## src/rtl/object_motion.sv

```systemverilog
// object_motion: moves NUM_OBJ sprites from USB keycodes once per video frame.
// Ports: Clk, Reset_n (async low), vsync, keycodes -> frame_tick, obj_x/obj_y/obj_state.
// Optional macro OBJ_COLLISION_EN blocks horizontal moves into other objects.
module object_motion #(
  parameter int NUM_OBJ  = 2,
  parameter int KEYS     = 4,
  parameter int X_MIN    = 0,
  parameter int X_MAX    = 639,
  parameter int Y_GROUND = 479,
  parameter int OBJ_W    = 64,
  parameter int OBJ_H    = 96,
  parameter int STEP_X   = 2,
  parameter int JUMP_V   = 12,
  parameter int GRAVITY  = 1,
  parameter logic [24*NUM_OBJ-1:0] KEY_MAP =
    {8'h52, 8'h50, 8'h4F, 8'h1A, 8'h04, 8'h07}
) (
  input  logic                  Clk,
  input  logic                  Reset_n,
  input  logic                  vsync,
  input  logic [8*KEYS-1:0]     keycodes,
  output logic                  frame_tick,
  output logic [10*NUM_OBJ-1:0] obj_x,
  output logic [10*NUM_OBJ-1:0] obj_y,
  output logic [2*NUM_OBJ-1:0]  obj_state
);

  typedef enum logic [1:0] {
    GROUND = 2'b00,
    RISE   = 2'b01,
    FALL   = 2'b10,
    LAND   = 2'b11
  } state_e;

  localparam int Y_TOP = Y_GROUND - OBJ_H + 1;
  localparam int X_HI  = X_MAX - OBJ_W + 1;

  localparam logic signed [10:0] XMIN_S = 11'(X_MIN);
  localparam logic signed [10:0] XHI_S  = 11'(X_HI);
  localparam logic signed [10:0] STEP_S = 11'(STEP_X);
  localparam logic signed [10:0] YTOP_S = 11'(Y_TOP);
  localparam logic signed [10:0] JV_S   = 11'(JUMP_V);
  localparam logic signed [10:0] GRAV_S = 11'(GRAVITY);

  logic sync1_q, sync2_q, sync3_q;
  logic tick_q, tick_d;

  logic [9:0]        x_q [NUM_OBJ];
  logic [9:0]        x_d [NUM_OBJ];
  logic [9:0]        px  [NUM_OBJ];
  logic [9:0]        mx  [NUM_OBJ];
  logic [9:0]        y_q [NUM_OBJ];
  logic [9:0]        y_d [NUM_OBJ];
  logic signed [10:0] vy_q [NUM_OBJ];
  logic signed [10:0] vy_d [NUM_OBJ];
  state_e            st_q [NUM_OBJ];
  state_e            st_d [NUM_OBJ];
  logic [NUM_OBJ-1:0] up_prev_q, up_prev_d;
  logic [NUM_OBJ-1:0] up_h, lf_h, rt_h;

  logic signed [10:0] nx, ny, nvy;

  function automatic logic held(input logic [7:0] code,
                                input logic [8*KEYS-1:0] kc);
    logic r;
    r = 1'b0;
    for (int k = 0; k < KEYS; k++)
      if (code != 8'h00 && kc[8*k +: 8] == code) r = 1'b1;
    return r;
  endfunction

  // Third sync flop doubles as the previous value for edge detect.
  assign tick_d = sync2_q & ~sync3_q;

  always_comb begin
    for (int i = 0; i < NUM_OBJ; i++) begin
      rt_h[i] = held(KEY_MAP[24*i +: 8], keycodes);
      lf_h[i] = held(KEY_MAP[24*i+8 +: 8], keycodes);
      up_h[i] = held(KEY_MAP[24*i+16 +: 8], keycodes);
    end
  end

  always_comb begin
    nx = '0;
    for (int i = 0; i < NUM_OBJ; i++) begin
      nx = signed'({1'b0, x_q[i]});
      if (lf_h[i] && !rt_h[i]) begin
        nx = nx - STEP_S;
        if (nx < XMIN_S) nx = XMIN_S;
      end else if (rt_h[i] && !lf_h[i]) begin
        nx = nx + STEP_S;
        if (nx > XHI_S) nx = XHI_S;
      end
      px[i] = nx[9:0];
    end
  end

`ifdef OBJ_COLLISION_EN
  // Check against both the other's old and proposed x so that two objects
  // stepping into each other on the same tick are both held back.
  always_comb begin
    for (int i = 0; i < NUM_OBJ; i++) begin
      mx[i] = px[i];
      for (int j = 0; j < NUM_OBJ; j++) begin
        if (j != i &&
            12'(y_q[i]) < 12'(y_q[j]) + 12'(OBJ_H) &&
            12'(y_q[j]) < 12'(y_q[i]) + 12'(OBJ_H) &&
            ((12'(px[i]) < 12'(x_q[j]) + 12'(OBJ_W) &&
              12'(x_q[j]) < 12'(px[i]) + 12'(OBJ_W)) ||
             (12'(px[i]) < 12'(px[j]) + 12'(OBJ_W) &&
              12'(px[j]) < 12'(px[i]) + 12'(OBJ_W))))
          mx[i] = x_q[i];
      end
    end
  end
`else
  always_comb begin
    for (int i = 0; i < NUM_OBJ; i++) mx[i] = px[i];
  end
`endif

  always_comb begin
    ny  = '0;
    nvy = '0;
    up_prev_d = up_prev_q;
    for (int i = 0; i < NUM_OBJ; i++) begin
      x_d[i]  = x_q[i];
      y_d[i]  = y_q[i];
      vy_d[i] = vy_q[i];
      st_d[i] = st_q[i];
      ny  = signed'({1'b0, y_q[i]}) - vy_q[i];
      nvy = vy_q[i] - GRAV_S;
      if (tick_q) begin
        x_d[i] = mx[i];
        up_prev_d[i] = up_h[i];
        unique case (st_q[i])
          GROUND: begin
            if (up_h[i] && !up_prev_q[i]) begin
              st_d[i] = RISE;
              vy_d[i] = JV_S;
            end
          end
          RISE: begin
            if (ny < 0) begin
              y_d[i]  = '0;
              vy_d[i] = '0;
              st_d[i] = FALL;
            end else begin
              y_d[i]  = ny[9:0];
              vy_d[i] = nvy;
              if (nvy <= 0) st_d[i] = FALL;
            end
          end
          FALL: begin
            if (ny >= YTOP_S) begin
              y_d[i]  = 10'(Y_TOP);
              vy_d[i] = '0;
              st_d[i] = LAND;
            end else begin
              y_d[i]  = ny[9:0];
              vy_d[i] = nvy;
            end
          end
          LAND: st_d[i] = GROUND;
        endcase
      end
    end
  end

  always_ff @(posedge Clk or negedge Reset_n) begin
    if (!Reset_n) begin
      sync1_q   <= 1'b0;
      sync2_q   <= 1'b0;
      sync3_q   <= 1'b0;
      tick_q    <= 1'b0;
      up_prev_q <= '0;
      for (int i = 0; i < NUM_OBJ; i++) begin
        x_q[i]  <= 10'(X_MIN + 2*i*OBJ_W);
        y_q[i]  <= 10'(Y_TOP);
        vy_q[i] <= '0;
        st_q[i] <= GROUND;
      end
    end else begin
      sync1_q   <= vsync;
      sync2_q   <= sync1_q;
      sync3_q   <= sync2_q;
      tick_q    <= tick_d;
      up_prev_q <= up_prev_d;
      for (int i = 0; i < NUM_OBJ; i++) begin
        x_q[i]  <= x_d[i];
        y_q[i]  <= y_d[i];
        vy_q[i] <= vy_d[i];
        st_q[i] <= st_d[i];
      end
    end
  end

  assign frame_tick = tick_q;

  always_comb begin
    for (int i = 0; i < NUM_OBJ; i++) begin
      obj_x[10*i +: 10]   = x_q[i];
      obj_y[10*i +: 10]   = y_q[i];
      obj_state[2*i +: 2] = st_q[i];
    end
  end

endmodule

```

## config.mk

```make
export PLATFORM = sky130hd
export DESIGN_NAME = object_motion
export DESIGN_NICKNAME = d
export VERILOG_FILES = /design/src/rtl/object_motion.sv
export SDC_FILE = /design/constraint.sdc
export NUM_CORES = 1
export LEC_CHECK = 0
export BUFFER_PORTS_ARGS = -buffer_cell sky130_fd_sc_hd__buf_4
export CAP_MARGIN = 10
export CORE_ASPECT_RATIO = 0.5
export CORE_UTILIZATION = 30
export CTS_CLUSTER_SIZE = 16
export DETAILED_ROUTE_END_ITERATION = 7
export SETUP_SLACK_MARGIN = 0.15
export SYNTH_ARGS = -nofsm -noshare
export SYNTH_HDL_FRONTEND = slang
export SYNTH_SLANG_ARGS = --single-unit
```

## constraint.sdc

```tcl
create_clock -name Clk -period 6.2 [get_ports Clk]
set_input_delay 0.62 -clock Clk [delete_from_list [all_inputs] [get_ports Clk]]
set_output_delay 0.62 -clock Clk [all_outputs]
set_load 0.01 [all_outputs]
```

Yosys cells after proc, flatten, opt, wreduce, memory -nomap -nowiden
Cells that the tools add are included.
W data, S select, Z words.
{"block": "word_totals", "inputBits": 35, "output_inout_bits": 45, "wordCells": 153, "register_bits": 72}
{"block": "classes", "add_sub_neg": 8, "muxes": 56, "eq_ne": 36, "magnitude_cmp": 10, "bitwise": 2, "reduce_logical": 28}
{"op": "$mux W10", "n": 12}
{"op": "$eq A8 B7 Y1 const B", "n": 12}
{"op": "$mux W11", "n": 6}
{"op": "$pmux W11 S3", "n": 2}
{"op": "$eq A8 B3 Y1 const B", "n": 8}
{"op": "$lt A11 B1 Y1 const B", "n": 4}
{"op": "$pmux W10 S2", "n": 2}
{"op": "$eq A8 B5 Y1 const B", "n": 4}
{"op": "$mux W1", "n": 24}
{"op": "$add A10 B2 Y11 const B", "n": 2}
{"op": "$ge A11 B10 Y1 const B", "n": 2}
{"op": "$gt A11 B11 Y1 const B", "n": 2}
{"op": "$le A11 B1 Y1 const B", "n": 2}
{"op": "$sub A10 B2 Y11 const B", "n": 2}
{"op": "$sub A11 B11 Y11", "n": 2}
{"op": "$sub A11 B2 Y11 const B", "n": 2}
{"op": "$mux W2", "n": 8}
{"op": "$pmux W2 S4", "n": 2}
{"op": "$eq A2 B2 Y1 const B", "n": 4}
{"op": "$ne A2 B2 Y1 const B", "n": 4}
{"op": "$reduce_and A2 Y1", "n": 4}
{"op": "$reduce_and A4 Y1", "n": 2}
{"op": "$reduce_bool A2 Y1", "n": 4}
{"op": "$logic_and A1 B1 Y1", "n": 6}
{"op": "other kinds (8)", "n": 18}

Logic depth before layout (Yosys ltp)
Gate-level depths: netlist (run 1).
{"block": "depth", "word_depth": 9, "ltp_mapped": 12, "mapped_depth_nobuf": 11}

Worst setup path before layout (run 1)
OpenSTA, ideal clock, no wires.
{"block": "synth_path", "path_kind": "register to register", "start": "register y_q, in the netlist obj_y[10]", "end": "register vy_q[6] in the netlist's numbering", "setup_ns": 0.124, "path_slack_ns": 3.197, "n_path_buf": 1, "synth_period_minus_slack_ns": 3.003, "arrival_time_ns": 2.879, "path_stages_with_launch": 13, "path_cell_list": "dfrtp_1 inv_1 ha_1 fa_1 nand2b_1 a21oi_1 o21ai_1 a311oi_4 mux2_4 o211ai_4 buf_6 nor2_1 a211o_1"}
{"block": "synth_between", "elab_chain_cells": 4, "word_cells_on_any_way": 6}
{"element": "start, declared", "line_no": "52", "source": "logic [9:0] y_q [NUM_OBJ];"}
{"element": "start signal, assigned by index", "line_no": "179", "source": "y_q[i] <= 10'(Y_TOP);"}
{"element": "start signal, assigned by index", "line_no": "191", "source": "y_q[i] <= y_d[i];"}
{"element": "$sub A11 B11 Y11 (*)", "line_no": "131", "source": "ny = signed'({1'b0, y_q[i]}) - vy_q[i];"}
{"element": "$ge A11 B10 Y1 / $lt A11 B1 Y1 (equally long branches)", "line_no": "155, 144"}
{"element": "$mux W11 (on tied branches)", "line_no": "155, 144"}
{"element": "$pmux W11 S3 (*)", "line_no": "136", "source": "unique case (st_q[i])"}
{"element": "end signal, assigned by index", "line_no": "192", "source": "vy_q[i] <= vy_d[i];"}
{"element": "end, declared", "line_no": "54", "source": "logic signed [10:0] vy_q [NUM_OBJ];"}
Every way passes the cells marked *; elsewhere a longest branch is shown, timed or not.
A chain may end at the register's enable or synchronous reset.

Final worst setup path (run 1)
{"block": "layout_path", "start": "register vy_q[18] in the netlist's numbering", "end": "register vy_q[20] in the netlist's numbering"}
{"block": "layout_between", "elab_chain_cells": 4, "word_cells_on_any_way": 7}
{"element": "$sub A11 B11 Y11", "line_no": "131"}
{"element": "$ge A11 B10 Y1 / $lt A11 B1 Y1 (equally long branches)", "line_no": "155, 144"}
{"element": "$mux W11 (on tied branches)", "line_no": "155, 144"}
{"element": "$pmux W11 S3 (*)", "line_no": "136"}
Marked as above.

==> out/qor.yml, run 1 <==
status: "completed"
dieArea_um2: 20300
route.met3.wl_um: 440
cts_tree: "yes"
totalPowerFinal_w: 0.00357
top_layer: "met4"
synth_top_area_share_pct: 27.5
period_minus_slack_ns: 3.57
clock-root-buffer: "clkbuf_16"
synth_area_leader_cell: "dfrtp_1"
cts.htree.levels: 3
r2r_setup_slack_ns: 2.63
crit_arrival_ns: 3.80
dp_hpwl_mm: 11.2
cp-start-kind: "flip-flop"
synth_commonest_cells: "69 x nand2_1, 65 x dfrtp_1, 59 x nor2_1"
wl_met2_mm: 7.27
drcViolationCount: 0
cts.sinks: 70
antenna_cells: 0
critPathMaxFanout: 13
yosys.cell_count.top_type: "nand2_1"
ant_nets: 0
syn_to_final_growth_pct: 18.2
grt_pass1_wl_mm: 25.1
power.density_nw_per_um2: 511
dp_slack_ns: 2.70
drtPass1Iterations: 4
clk_latency_ns: 0.34
holdCritPathClass: "flip-flop to flip-flop"
slew_violations: 0
critical_path_class: "flip-flop to flip-flop"
wl_per_cell_um: 14.6
final_util_pct: 37.1
die_w_um: 200
tightest_slew_ns: 0.940
synth_area_per_cell_um2: 8.17
antenna_found_initial: 0
grt_max_degree: 71
maxCapViolations: 0
yosysWarnings: 0
nNetsFinal: 851
coreArea_um2: 18800
fin_crit_sh_pct: 57.6
die_h_um: 101
yosys_most_used_dff: "dfrtp_1"
finalSetupViolCount: 0
drive_above_1_share_pct: 15.4
port_buffers: 77
fmax_ghz: 0.280
post_cts_buffers: 0
ys_ff_latch: 70
clk_pin_slew_ns: 0.06
async_flop_share_pct: 100
rows: 35
cts_hold_buf: 0
cp-end-kind: "flip-flop"
grt-ovfl-total: 0
viasPerCell: 5.36
cts_resized: 0
rsz0062_at_grt: "no"
wirelength_mm: 15.1
tns_ns: 0
gp_congestion: 0.845
postSynthCellCount: 723
clk_path_buf_depth: 2
dp_cells: 1024
synthesis.area_um2: 5910
wl_met1_mm: 7.27
clock_skew_ns: 0.00885
grt_pass1_vias: 5249
synthTopCellsByArea: "dfrtp_1 28%, ha_1 8.1%, nand2_1 4.4%"
io_pins: 80
peakVddDrop_v: 0.000232
grt_util_all_layers_pct: 14.9
layout_setup_ws_ns: 2.63
hold_violations: 0
drtIter0Drc: 292
leakage_nw: 2.88
cts_buffers: 9
ys_seq_area_share_pct: 29.8
vias: 5571
synth.distinct_cells: 85
fin_cells: 1040
worstPathRequired_ns: 6.43
synth-edff-count: 0
slew-limit-headroom_pct: 37.4
initial_utilization_pct: 31.4
area by class of cell:
class,instances,area [um^2]
flip-flops and latches,70,1760
inverters,49,184
repair buffers,78,586
clock inverters,6,85.1
fillers,1948,11900
well taps,259,324
multi-input cells,568,3800
clock buffers,10,239
cells by family after synthesis:
family / after synthesis / share of synthesized area [%]
AO/OA/AOI/OAI: 224 / 27.3
XOR/XNOR: 15 / 2.35
adder cells (fa/ha/maj): 40 / 8.73
buffers and inverters: 86 / 5.89
flip-flops: 70 / 29.8
multiplexers: 7 / 1.31
other: 1 / 0.0635
AND/OR/NAND/NOR: 280 / 24.6
path summary, 6_finish.rpt:
kind	startpoint	endpoint	depth (start not counted)
setup / recovery	vy_q[18]	vy_q[20]	10
hold / removal	sync1_q	sync2_q	0
setup reg to reg	vy_q[18]	vy_q[20]	10
hold reg to reg	sync1_q	sync2_q	0
max in group asynchronous	Reset_n	obj_x[16]	1
min in group asynchronous	Reset_n	vy_q[0]	1
layer usage:
metal,global-route usage [%],vias up
li1,-,2794
met1,19.4,2689
met2,25.6,75
met3,2.64,13
met4,4.23,0
met5,0,-
per-stage QoR:
stage / cell area, um^2 / hold WS (ns)
after floorplan: 5910 / 0.324
after global placement: 6660 / 0.336
after detailed placement: 6660 / 0.345
after CTS: 6980 / 0.358
after global routing: 6980 / 0.360
final: 6980 / 0.353
worst max-delay path: stages (launching register included):
cell and delay, ns:
dfrtp_1 0.43, inv_1 0.08, ha_1 0.39, and4_1 0.25, o311a_1 0.13, o21ba_2 0.21
a211oi_1 0.48, nand2_1 0.13, o32ai_2 0.77, o21ai_1 0.27, o311ai_1 0.32
registers in the layout, indices dropped and copies added (netlist names):
register and count:
obj_state 4, up_prev_q 2, obj_y 20, frame_tick 1, sync1_q 1, sync2_q 1
vy_q 22, obj_x 18, sync3_q 1
report_power, final:
group	total, W	internal [W]	leakage [nW]	switching, W
clock network	0.000563	0.000362	0.154	0.000202
registers	0.000785	0.000608	0.866	0.000176
logic	0.00222	0.000917	1.86	0.00130
cell usage in the layout (no fill, tap or decap), types with 7 or more instances in the layout:
cell type	count
nor2b_1	13
o31ai_1	12
o21a_1	7
nand3_1	20
nand2b_1	21
dfrtp_1	65
o21ai_0	46
xnor2_1	13
inv_1	49
clkbuf_16	9
a22o_1	11
a41oi_1	8
nor4b_1	7
nand4_1	9
buf_4	78
o211ai_1	14
nor3_1	28
a21o_1	8
nor2_1	59
nand2_1	69
a21oi_1	36
ha_1	38
(Power assumes the default switching activity.)
==> inputs of run 2 (changes only) <==
Clock period 6.2 ns to 3.6 ns, I/O delays scaled along.
==> run 2 against run 1 <==
  * Critical path depth is the same
  * Global-route usage grew 0.47 points
  * Design area grew 0.36%
  * Power grew 74%
  * Largest power group unchanged
  * Highest routed layer unchanged
  * Critical path type unchanged
==> out/qor.yml, run 2 (synthesis results as in run 1) <==
cts.htree.levels: 3  # unchanged
port_buffers: 77  # unchanged
critPathMaxFanout: 11  # was 13
hold_depth: 1  # was 0
maxCapViolations: 0  # unchanged
clk_path_buf_depth: 2  # unchanged
cts_tree: "yes"  # unchanged
power.density_nw_per_um2: 887  # was 511 nW/um^2
cts.sinks: 70  # unchanged
syn_to_final_growth_pct: 18.6  # was 18.2%
die_w_um: 200  # unchanged
slew-limit-headroom_pct: 36.3  # was 37.4%
grt_util_all_layers_pct: 15.4  # was 14.9%
viasPerCell: 5.38  # was 5.36
io_pins: 80  # unchanged
antenna_cells: 0  # unchanged
rows: 35  # unchanged
clock_skew_ns: 0.00880  # was 0.00885 ns
fmax_ghz: 0.307  # was 0.280 GHz
drive_above_1_share_pct: 16.3  # was 15.4%
status: "completed"  # unchanged
clk_latency_ns: 0.34  # about the same
leakage_nw: 2.91  # was 2.88 nW
grt-ovfl-total: 0  # unchanged
antenna_found_initial: 0  # unchanged
drcViolationCount: 0  # unchanged
grt_max_degree: 71  # unchanged
cp-start-kind: "flip-flop"  # unchanged
clock-root-buffer: "clkbuf_16"  # unchanged
coreArea_um2: 18800  # unchanged
top_register: "vy_q"  # unchanged
largest_reg_flops: 22  # unchanged
setup.worst_path.start: "vy_q[0]"  # was vy_q[18]
dp_hpwl_mm: 11.5  # was 11.2 mm
holdCritPathClass: "primary input to flip-flop"  # was flip-flop to flip-flop
initial_utilization_pct: 31.4  # unchanged
peakVddDrop_v: 0.000448  # was 0.000232 V
min_to: "sync1_q"  # was sync2_q
fin_crit_sh_pct: 90.4  # was 57.6%
clk_pin_slew_ns: 0.06  # about the same
cts_buffers: 9  # unchanged
finalSetupViolCount: 0  # unchanged
grt_pass1_vias: 5245  # was 5249
gp_congestion: 0.851  # was 0.845
rr_worst_depth: 10  # unchanged
nNetsFinal: 859  # was 851
wirelength_mm: 15.6  # was 15.1 mm
drtPass1Iterations: 7  # was 4
mostFrequentLayoutCell: "buf_4"  # unchanged
tightest_slew_ns: 0.955  # was 0.940 ns
dieArea_um2: 20300  # unchanged
crit_arrival_ns: 3.48  # was 3.80 ns
hold_start: "vsync"  # was sync1_q
tns_ns: 0  # unchanged
hold_violations: 0  # unchanged
cp-end-kind: "flip-flop"  # unchanged
worstReg2RegEnd: "vy_q[6]"  # was vy_q[20]
final_cell_mix: "86 x buf_4, 69 x nand2_1, 65 x dfrtp_1, 59 x nor2_1, 49 x inv_1"  # was 78 x buf_4, 69 x nand2_1, 65 x dfrtp_1, 59 x nor2_1, 49 x inv_1
critical_path_class: "flip-flop to flip-flop"  # unchanged
die_h_um: 101  # unchanged
regToRegStartpoint: "vy_q[0]"  # was vy_q[18]
wl_per_cell_um: 14.9  # was 14.6 um
period_minus_slack_ns: 3.25  # was 3.57 ns
drtIter0Drc: 346  # was 292
rsz0062_at_grt: "no"  # unchanged
final_util_pct: 37.2  # was 37.1%
slew_violations: 0  # unchanged
worstPathRequired_ns: 3.82  # was 6.43 ns
grt_pass1_wl_mm: 25.6  # was 25.1 mm
ant_nets: 0  # unchanged
r2r_setup_slack_ns: 0.35  # was 2.63 ns
vias: 5636  # was 5571
[run 2: changes by cell type in the layout (fill, tap and decap cells not counted), sizes merged]
cell / change
buf: +8
bufinv: -2
clkbuf: +2
clkinv: +1
clkinvlp: -1
[run 2: metrics by stage]
step	hold slack [ns]	area (um^2)	worst slack, ns	std cells	power (W)
floorplan	0.0644	5910	0.597	724	0.00422
global placement	0.339	6680	0.403	1027	0.00513
detailed placement	0.341	6680	0.311	1027	0.00522
CTS	0.134	6960	0.282	1043	0.00611
global route	0.132	7000	0.131	1048	0.00677
finish	0.141	7000	0.346	1048	0.00621
[run 2: worst max path at each step]
stage               end  slack (ns)  depth (start not counted)
2_1_floorplan   vy_q[6]        0.60                         12
3_5_place_dp    vy_q[6]        0.31                         10
3_3_place_gp    vy_q[6]        0.40                         10
6_report        vy_q[6]        0.35                         10
4_1_cts        vy_q[18]        0.28                         11
5_1_grt        vy_q[20]        0.13                         10
[run 2: what timing repair did]
| action | CTS | global route |
|---|---|---|
| buffers inserted | 0 | 5 |
| hold buffers | 0 | 0 |
| setup endpoints to repair | 0 | 20 |
| resized for setup | 0 | 3 |
[run 2: layout make-up]
type                    instances  area (um^2)
clock buffers                  12          256
clock inverters                 4         22.5
fillers                      1946        11800
inverters                      49          184
multi-input cells             568         3810
flip-flops and latches         70         1760
well taps                     259          324
repair buffers                 86          646
[run 2: per-layer routing]
| metal | routed length, um | global-route usage (%) |
|---|---|---|
| met5 | 0 | 0 |
| met4 | 164 | 3.76 |
| met3 | 605 | 2.77 |
| met2 | 7490 | 26.7 |
| met1 | 7380 | 20.0 |
[run 2: power breakdown]
group / switching (W) / leakage [nW] / internal, W
Sequential: 0.000307 / 0.866 / 0.00105
Combinational: 0.00231 / 1.90 / 0.00170
Clock: 0.000345 / 0.138 / 0.000501
Total: 0.00297 / 2.91 / 0.00324
[run 2: worst max-delay path, cell delays in order (launching register included)]
cell and delay (ns):
dfrtp_1 0.43, ha_1 0.23, fa_1 0.38, nand2b_1 0.19, a21oi_1 0.27, o21ai_1 0.19, a311oi_4 0.38, mux2_4 0.36
o211ai_4 0.35, nor2_1 0.10, a211o_1 0.27
==> inputs of run 3 (changes only) <==
Settings changed: ABC_AREA from default to 1.
==> run 3 against run 2 <==
  * Sequential power is 4% lower
  * Core utilization hardly changed
  * Synthesized cell count is 34% higher
  * Worst hold slack worse by 0.012 ns
  * Die area is 4.8% higher
  * Critical path type unchanged
  * Largest power group unchanged
==> out/qor.yml, run 3 <==
clk_path_buf_depth: 2  # unchanged
hold_start: "vsync"  # unchanged
leakage_nw: 3.93  # was 2.91 nW
status: "completed"  # unchanged
critical_path_class: "flip-flop to flip-flop"  # unchanged
drtIter0Drc: 341  # was 346
synth_commonest_cells: "290 x nand2_1, 163 x inv_1, 109 x nor2_1"  # was 69 x nand2_1, 65 x dfrtp_1, 59 x nor2_1
tns_ns: 0  # unchanged
period_minus_slack_ns: 2.51  # was 3.25 ns
cts.htree.levels: 3  # unchanged
drive_above_1_share_pct: 12.1  # was 16.3%
top_register: "vy_q"  # unchanged
path_cells: "ha_1 > fa_1 > inv_1 > nand2_1 > nand2_1 > nand3_1 > nand2_1 > nand2_1 > nand2_1 > nand2_1 > nand2_1 > nand2_1 > nand2_2 > nand2_2 > nand3b_1 > nand2_1"  # was ha_1 > fa_1 > nand2b_1 > a21oi_1 > o21ai_1 > a311oi_4 > mux2_4 > o211ai_4 > nor2_1 > a211o_1
slew_violations: 0  # unchanged
fmax_ghz: 0.398  # was 0.307 GHz
rows: 36  # was 35
hold_depth: 1  # unchanged
critPathMaxFanout: 9  # was 11
viasPerCell: 4.65  # was 5.38
yosys_most_used_dff: "dfrtp_1"  # unchanged
cts_resized: 0  # unchanged
fin_crit_sh_pct: 69.8  # was 90.4%
synth.distinct_cells: 42  # was 85
clk_latency_ns: 0.34  # about the same
wirelength_mm: 15.9  # was 15.6 mm
final_util_pct: 37.2  # about the same
tightest_slew_ns: 0.970  # was 0.955 ns
synth_area_per_cell_um2: 6.38  # was 8.17 um^2
cts_hold_buf: 0  # unchanged
cp_common_cell: "nand2_1"
clk_pin_slew_ns: 0.06  # about the same
async_flop_share_pct: 100  # unchanged
rr_worst_depth: 16  # was 10
ys_ff_latch: 70  # unchanged
slew-limit-headroom_pct: 35.4  # was 36.3%
cts_tree: "yes"  # unchanged
cp-start-kind: "flip-flop"  # unchanged
synthesis.area_um2: 6190  # was 5910 um^2
peakVddDrop_v: 0.000230  # was 0.000448 V
grt_max_degree: 71  # unchanged
hold_violations: 0  # unchanged
cts_buffers: 9  # unchanged
cp-end-kind: "flip-flop"  # unchanged
antenna_found_initial: 0  # unchanged
yosysWarnings: 0  # unchanged
antenna_cells: 0  # unchanged
post_cts_buffers: 0  # unchanged
postSynthCellCount: 971  # was 723
dieArea_um2: 21300  # was 20300 um^2
final_cell_mix: "290 x nand2_1, 163 x inv_1, 109 x nor2_1, 84 x nand3_1, 80 x buf_4"  # was 86 x buf_4, 69 x nand2_1, 65 x dfrtp_1, 59 x nor2_1, 49 x inv_1
worstPathRequired_ns: 3.82  # about the same
regToRegStartpoint: "vy_q[11]"  # was vy_q[0]
dp_hpwl_mm: 12.5  # was 11.5 mm
drcViolationCount: 0  # unchanged
syn_to_final_growth_pct: 19.0  # was 18.6%
initial_utilization_pct: 31.2  # was 31.4%
slowest_stage: "dfrtp_1"  # unchanged
max_stage_delay_ns: 0.41  # was 0.43 ns
synth_top_area_share_pct: 26.3  # was 27.5%
largest_reg_flops: 22  # unchanged
cts.sinks: 70  # unchanged
die_w_um: 205  # was 200 um
port_buffers: 77  # unchanged
wl_per_cell_um: 12.1  # was 14.9 um
yosys.cell_count.top_type: "nand2_1"  # unchanged
totalPowerFinal_w: 0.00530  # was 0.00621 W
io_pins: 80  # unchanged
grt_pass1_wl_mm: 27.5  # was 25.6 mm
r2r_setup_slack_ns: 1.09  # was 0.35 ns
layout_setup_ws_ns: 1.09  # was 0.346 ns
vias: 6131  # was 5636
holdCritPathClass: "primary input to flip-flop"  # unchanged
rsz0062_at_grt: "no"  # unchanged
grt_util_all_layers_pct: 15.7  # was 15.4%
synth-edff-count: 0  # unchanged
ys_seq_area_share_pct: 28.4  # was 29.8%
finalSetupViolCount: 0  # unchanged
min_to: "sync1_q"  # unchanged
drtPass1Iterations: 5  # was 7
gp_congestion: 0.870  # was 0.851
maxCapViolations: 0  # unchanged
coreArea_um2: 19800  # was 18800 um^2
synth_area_leader_cell: "dfrtp_1"  # unchanged
grt-ovfl-total: 0  # unchanged
crit_arrival_ns: 2.74  # was 3.48 ns
nNetsFinal: 1122  # was 859
clock-root-buffer: "clkbuf_16"  # unchanged
dp_slack_ns: 1.12  # was 0.311 ns
power.density_nw_per_um2: 719  # was 887 nW/um^2
grt_pass1_vias: 5842  # was 5245
worstReg2RegEnd: "vy_q[18]"  # was vy_q[6]
clock_skew_ns: 0.00789  # was 0.00880 ns
fin_hold_ws_ns: 0.130  # was 0.141 ns
synthTopCellsByArea: "dfrtp_1 26%, nand2_1 18%, inv_1 9.9%"  # was dfrtp_1 28%, ha_1 8.1%, nand2_1 4.4%
die_h_um: 104  # was 101 um
mostFrequentLayoutCell: "nand2_1"  # was buf_4
ant_nets: 0  # unchanged
[run 3: cell type report]
| class | instances | area [um^2] |
|---|---|---|
| clock buffers | 9 | 225 |
| clock inverters | 7 | 98.8 |
| fillers | 2164 | 12400 |
| inverters | 166 | 623 |
| multi-input cells | 720 | 3730 |
| flip-flops and latches | 70 | 1760 |
| well taps | 266 | 333 |
| repair buffers | 80 | 601 |
[run 3: layer usage]
layer	vias to the layer above	track usage (%)	share of wire, %
li1	3223	-	-
met1	2816	21.4	50
met2	79	25.8	46
met3	13	2.99	2.7
met4	0	3.28	1.1
met5	-	0	0
[run 3: cells by family after synthesis]
group | Yosys count | synth area share, %
AND/OR/NAND/NOR | 557 | 38.6
buffers and inverters | 182 | 11.4
AO/OA/AOI/OAI | 81 | 7.62
flip-flops | 70 | 28.4
XOR/XNOR | 40 | 5.66
adder cells (fa/ha/maj) | 40 | 8.33
other | 1 | 0.0606
[run 3: per-stage QoR]
| stage | instance area (um^2) | cells |
|---|---|---|
| floorplan | 6200 | 972 |
| global placement | 7050 | 1302 |
| detailed placement | 7050 | 1302 |
| CTS | 7370 | 1318 |
| global route | 7370 | 1318 |
| finish | 7370 | 1318 |
[run 3: worst max-delay path: cells and delay by family, from the launching register on]
family / cells / cell delay [ns]
buf+inv: 1 / 0.10
fa+ha+maj: 2 / 0.63
flops: 1 / 0.41
simple gates: 13 / 1.25
[run 3: worst max path at each step]
stage / cells after the start / from / end / slack, ns
after floorplan: 17 / obj_y[10] / vy_q[1] / 1.46
after global placement: 14 / vy_q[11] / obj_y[9] / 1.20
after CTS: 16 / vy_q[11] / vy_q[18] / 1.11
after detailed placement: 13 / keycodes[30] / vy_q[13] / 1.12
after global routing: 16 / vy_q[11] / vy_q[17] / 0.85
final: 16 / vy_q[11] / vy_q[18] / 1.09
[run 3: report_power, final]
| group | internal [W] | total, W | leakage [nW] | switching, W |
|---|---|---|---|---|
| sequential | 0.00101 | 0.00129 | 0.887 | 0.000279 |
| clock | 0.000609 | 0.000982 | 0.156 | 0.000373 |
| combinational | 0.00113 | 0.00303 | 2.89 | 0.00190 |
